**config.mk**
```make
export PLATFORM = sky130hd
export DESIGN_NAME = ad_frame_sequencer
export DESIGN_NICKNAME = d
export VERILOG_FILES = /design/src/rtl/ad_frame_sequencer.sv
export SDC_FILE = /design/constraint.sdc
export NUM_CORES = 1
export LEC_CHECK = 0
export BUFFER_PORTS_ARGS = -buffer_cell sky130_fd_sc_hd__buf_2
export CORE_UTILIZATION = 45
export DETAILED_ROUTE_END_ITERATION = 8
export PLACE_DENSITY_LB_ADDON = 0.1
export SYNTH_ARGS = -nofsm -noshare
export SYNTH_HDL_FRONTEND = slang
export SYNTH_SLANG_ARGS = --single-unit
```
**constraint.sdc**
```tcl
create_clock -name i_clk -period 3.6 [get_ports i_clk]
set_clock_uncertainty 0.2 [all_clocks]
set_input_delay 0 -clock i_clk [delete_from_list [all_inputs] [get_ports i_clk]]
set_output_delay 0 -clock i_clk [all_outputs]
set_load 0.02 [all_outputs]
```
**src/rtl/ad_frame_sequencer.sv**
```systemverilog
// ad_frame_sequencer: recovers 18-bit samples from an AD-format serial stream,
// qualifies the frame timing with a lock FSM and hands one sample per request
// to an I2S encoder, flagging dropped (overrun) and repeated (underrun) samples.
module ad_frame_sequencer #(
  parameter int P_WIDTH       = 18,
  parameter int P_FRAME_CLKS  = 32,
  parameter int P_LOCK_FRAMES = 4
) (
  input  logic               i_clk,
  input  logic               i_rst,
  input  logic               i_ad_latch_pulse,
  input  logic               i_ad_data,
  input  logic               i_i2s_latch,
  output logic [P_WIDTH-1:0] o_data,
  output logic               o_locked,
  output logic               o_overrun,
  output logic               o_underrun
);

  localparam int GOOD_W = $clog2(P_LOCK_FRAMES + 1);

  typedef enum logic [1:0] {
    IDLE,
    ACQ,
    LOCKED
  } state_t;

  state_t state, state_next;

  // Only the P_WIDTH-1 newest bits are kept; together with the live input bit
  // they form the full word, and the oldest bit would be shifted out unused.
  logic [P_WIDTH-2:0] sr;
  logic [P_WIDTH-1:0] word_in;
  logic [P_WIDTH-1:0] hold;
  logic               latch_d;
  logic               latch_edge;
  logic [7:0]         counter;
  logic [8:0]         period;
  logic               period_ok;
  logic               timeout;
  logic [GOOD_W-1:0]  good, good_next, good_inc;
  logic               pending;

  assign word_in    = {sr, i_ad_data};
  assign latch_edge = i_ad_latch_pulse & ~latch_d;
  // period counts cycles since the previous edge, including the current one
  assign period     = {1'b0, counter} + 9'd1;
  assign period_ok  = (period == 9'(P_FRAME_CLKS));
  assign timeout    = (period >= 9'(2 * P_FRAME_CLKS));
  assign good_inc   = good + GOOD_W'(1);

  // Serial capture, edge detection, period counter and word holding register
  always_ff @(posedge i_clk) begin
    if (i_rst) begin
      sr      <= '0;
      latch_d <= 1'b0;
      counter <= '0;
      hold    <= '0;
    end else begin
      sr      <= word_in[P_WIDTH-2:0];
      latch_d <= i_ad_latch_pulse;
      if (latch_edge) begin
        counter <= '0;
        hold    <= word_in;
      end else if (counter != 8'hFF) begin
        counter <= counter + 8'd1;
      end
    end
  end

  // Lock FSM state register; o_locked follows the state being entered
  always_ff @(posedge i_clk) begin
    if (i_rst) begin
      state    <= IDLE;
      good     <= '0;
      o_locked <= 1'b0;
    end else begin
      state    <= state_next;
      good     <= good_next;
      o_locked <= (state_next == LOCKED);
    end
  end

  // Lock FSM next-state logic: count consecutive good periods, drop on bad period or timeout
  always_comb begin
    state_next = state;
    good_next  = good;
    case (state)
      IDLE: begin
        if (latch_edge) begin
          state_next = ACQ;
          good_next  = '0;
        end
      end
      ACQ: begin
        if (latch_edge) begin
          if (period_ok) begin
            good_next = good_inc;
            if (good_inc == GOOD_W'(P_LOCK_FRAMES)) begin
              state_next = LOCKED;
            end
          end else begin
            good_next = '0;
          end
        end else if (timeout) begin
          state_next = IDLE;
          good_next  = '0;
        end
      end
      LOCKED: begin
        if (latch_edge) begin
          if (!period_ok) begin
            state_next = ACQ;
            good_next  = '0;
          end
        end else if (timeout) begin
          state_next = IDLE;
          good_next  = '0;
        end
      end
      default: begin
        state_next = IDLE;
        good_next  = '0;
      end
    endcase
  end

  // Sample hand-off to the encoder with sticky overrun/underrun reporting
  always_ff @(posedge i_clk) begin
    if (i_rst) begin
      o_data     <= '0;
      pending    <= 1'b0;
      o_overrun  <= 1'b0;
      o_underrun <= 1'b0;
    end else begin
      if (i_i2s_latch) begin
        if (state == LOCKED) begin
          if (pending) begin
            o_data <= hold;
          end else begin
            o_underrun <= 1'b1;
          end
        end else begin
          o_data <= '0;
        end
      end

      if (latch_edge && pending && !i_i2s_latch) begin
        o_overrun <= 1'b1;
      end

      // A fresh word arriving on the same cycle as a request stays pending
      if (state_next != LOCKED) begin
        pending <= 1'b0;
      end else if (latch_edge) begin
        pending <= 1'b1;
      end else if (i_i2s_latch) begin
        pending <= 1'b0;
      end
    end
  end

endmodule

```
==> flow_summary.json <==
{
  "outcome": "finished, final reports clean",
  "synthToLayoutAreaGrowth_pct": 13.5,
  "worstSetupPathType": "reg -> reg",
  "post-route-period-util_pct": 76.7,
  "ios": 26,
  "viasPerCell": 5.24,
  "synth_edf_count": 0,
  "cts_tree": "done",
  "fin_nets": 324,
  "yosys_warnings": 0,
  "num_vias": 2050,
  "wirelength_microns": 5340,
  "drt_first_pass_iters": 4,
  "critPathRequiredTime_ns": 3.63,
  "dp_cells": 371,
  "synth_area_sq_um": 2800,
  "num_rows": 28,
  "wl_per_cell_microns": 13.6,
  "crit_fanout": 8,
  "whs_ns": 0.231,
  "vdd_drop_max_mv": 0.270,
  "detail-route-antenna-nets": 0,
  "fp.dieArea_sq_um": 6550,
  "drt_iter0_markers": 78,
  "path_clk_slew_ns": 0.08,
  "grt_overflow": 0,
  "cts_max_path_buffers": 2,
  "max_freq_mhz": 362,
  "die_w_microns": 80.9,
  "slowest_stage": "dfxtp_1",
  "layout_common_cells": "71 x dfxtp_1, 31 x nand2_1, 28 x a21oi_1",
  "max_stage_delay_ns": 0.45,
  "max_cap_viol_count": 0,
  "drc": 0,
  "min_period_ns": 2.76,
  "power_density_nw_per_um2": 490,
  "place_congestion": 0.841,
  "postSynthRegisterBits": 71,
  "grt_max_degree": 48,
  "ys.flop_type": "dfxtp_1",
  "instances_no_fill": 391,
  "grt_pass1_vias": 1814,
  "avgSynthCellArea_sq_um": 9.77,
  "grt.total_usage_pct": 17.5,
  "cts_buffers": 9,
  "io_buffers": 25,
  "cts.sinks": 71,
  "arrival_ns": 2.79,
  "min_path_type": "reg -> reg",
  "path_cells": "ha_1, nand4_2, or3_4, a21oi_4, nand3_1, o21ai_1, mux2_2",
  "start_kind": "flop",
  "fin_util_pct": 53.4,
  "ys_types": 52,
  "htreeDepth": 3,
  "grt_pass1_wl_microns": 8530,
  "async_reset_ff_share_pct": 0,
  "coreArea_sq_um": 5960,
  "diodes": 0,
  "tns_ns": 0,
  "final_common_cell": "dfxtp_1",
  "post-dp-hpwl_microns": 3300,
  "cts.repair.resized": 0,
  "p_leak_uw": 0.00132,
  "seq_area_frac_synth_pct": 50.7,
  "antenna_found_initial": 0,
  "setup_viol": 0,
  "cts-root-buf": "clkbuf_8",
  "start_util_pct": 47.1,
  "slew_headroom_pct": 31.6,
  "worstMarginPinSlew_ns": 1.03,
  "rsz0062_at_grt": "no",
  "die_h_microns": 80.9,
  "slew_viol_final": 0,
  "crit_path_end_kind": "flop",
  "drive_gt1_share_pct": 17.7,
  "hold_violations": 0,
  "syn_inst": 287,
  "synth_nets": 300,
  "clock_latency_ns": 0.33
}
## kinds of logic (layout without fill, tap and decap cells)
group | Yosys count | in the layout | synth area share, %
muxes | 3 | 3 | 1.12
AOI/OAI and AO/OA | 70 | 70 | 18.6
adders and majority gates | 8 | 8 | 3.57
and+or+nand+nor | 105 | 105 | 19.8
DFF | 71 | 71 | 50.7
xor gates and xnor gates | 6 | 6 | 1.87
buffers and inverters | 24 | 53 | 4.37
## report_power, final
part	internal, uW	leakage [uW]	total, uW	switching (uW)
registers	803	0.000577	815	11.6
logic	36.6	0.000648	94.3	57.7
clock network	343	0.0000993	650	307
## metrics by stage
| stage | setup slack [ns] | total power [uW] | instance area, sq um |
|---|---|---|---|
| 6_report | 0.839 | 1560 | 3180 |
| 5_1_grt | 0.642 | 1620 | 3180 |
| 4_1_cts | 0.836 | 1580 | 3180 |
| 3_5_place_dp | 0.848 | 924 | 2940 |
| 3_3_place_gp | 0.913 | 924 | 2940 |
| 2_1_floorplan | 1.11 | 904 | 2800 |
## sequential cells by signal, indices dropped and copies added (netlist names)
| register | count |
|---|---|
| latch_d | 1 |
| o_locked | 1 |
| o_overrun | 1 |
| o_data | 18 |
| sr | 17 |
| o_underrun | 1 |
| good | 3 |
| counter | 8 |
| hold | 18 |
| state | 2 |
| pending | 1 |
## worst max-delay path: cells and delay by family, from the launching register on
family                     cells  cell delay [ns]
muxes                          1             0.36
AOI/OAI and AO/OA              2             0.53
adders and majority gates      1             0.32
and+or+nand+nor                3             0.79
DFF                            1             0.45
## cell usage after synthesis (all sizes together) (2+ instances only)
master | n | area, sq um
a21boi | 2 | 15.0
a21o | 2 | 16.3
a21oi | 29 | 156
a41oi | 2 | 25.0
and2 | 3 | 20.0
buf | 7 | 41.3
clkbuf | 10 | 47.5
dfxtp | 71 | 1420
ha | 8 | 100
inv | 6 | 22.5
mux2i | 2 | 20.0
nand2 | 31 | 116
nand2b | 2 | 12.5
nand3 | 22 | 110
nand4 | 5 | 37.5
nand4b | 2 | 17.5
nor2 | 11 | 41.3
nor2b | 19 | 119
nor3 | 3 | 15.0
o211a | 2 | 20.0
o21ai | 5 | 25.0
o22a | 17 | 149
o2bb2ai | 2 | 17.5
xnor2 | 2 | 17.5
xor2 | 4 | 35.0
## path summary, 6_finish.rpt
path / startpoint / to / slack (ns) / cells after the start
hold / removal: sr[16]$_SDFF_PP0_ / hold[17]$_SDFFE_PP0P_ / 0.23 / 2
setup / recovery: counter[0]$_SDFFE_PP0N_ / good[1]$_SDFFE_PP0P_ / 0.84 / 7
hold reg to reg: sr[16]$_SDFF_PP0_ / hold[17]$_SDFFE_PP0P_ / 0.23 / 2
setup reg to reg: counter[0]$_SDFFE_PP0N_ / good[1]$_SDFFE_PP0P_ / 0.84 / 7
## timing repair
item | 4_1_cts | 5_1_grt
endpoints found under the hold margin | 13 | 0
setup buffers | 0 | 0
hold buffers | 4 | 0
## per-layer routing
metal	part of all wire (%)	track usage, %	up-vias
li1	-	-	1058
met1	51	22.3	965
met2	45	27.1	21
met3	2.1	4.72	6
met4	1.5	9.11	0
met5	0	0	-
## final cells by class
type | instances | area (sq um)
clock buffer | 10 | 138
sequential | 71 | 1420
multi-input combinational | 192 | 1260
inverter | 6 | 22.5
fill | 561 | 2770
timing repair buffer | 31 | 180
clock inverter | 6 | 67.6
tap | 75 | 93.8
Power figures use the tool's default switching activity.
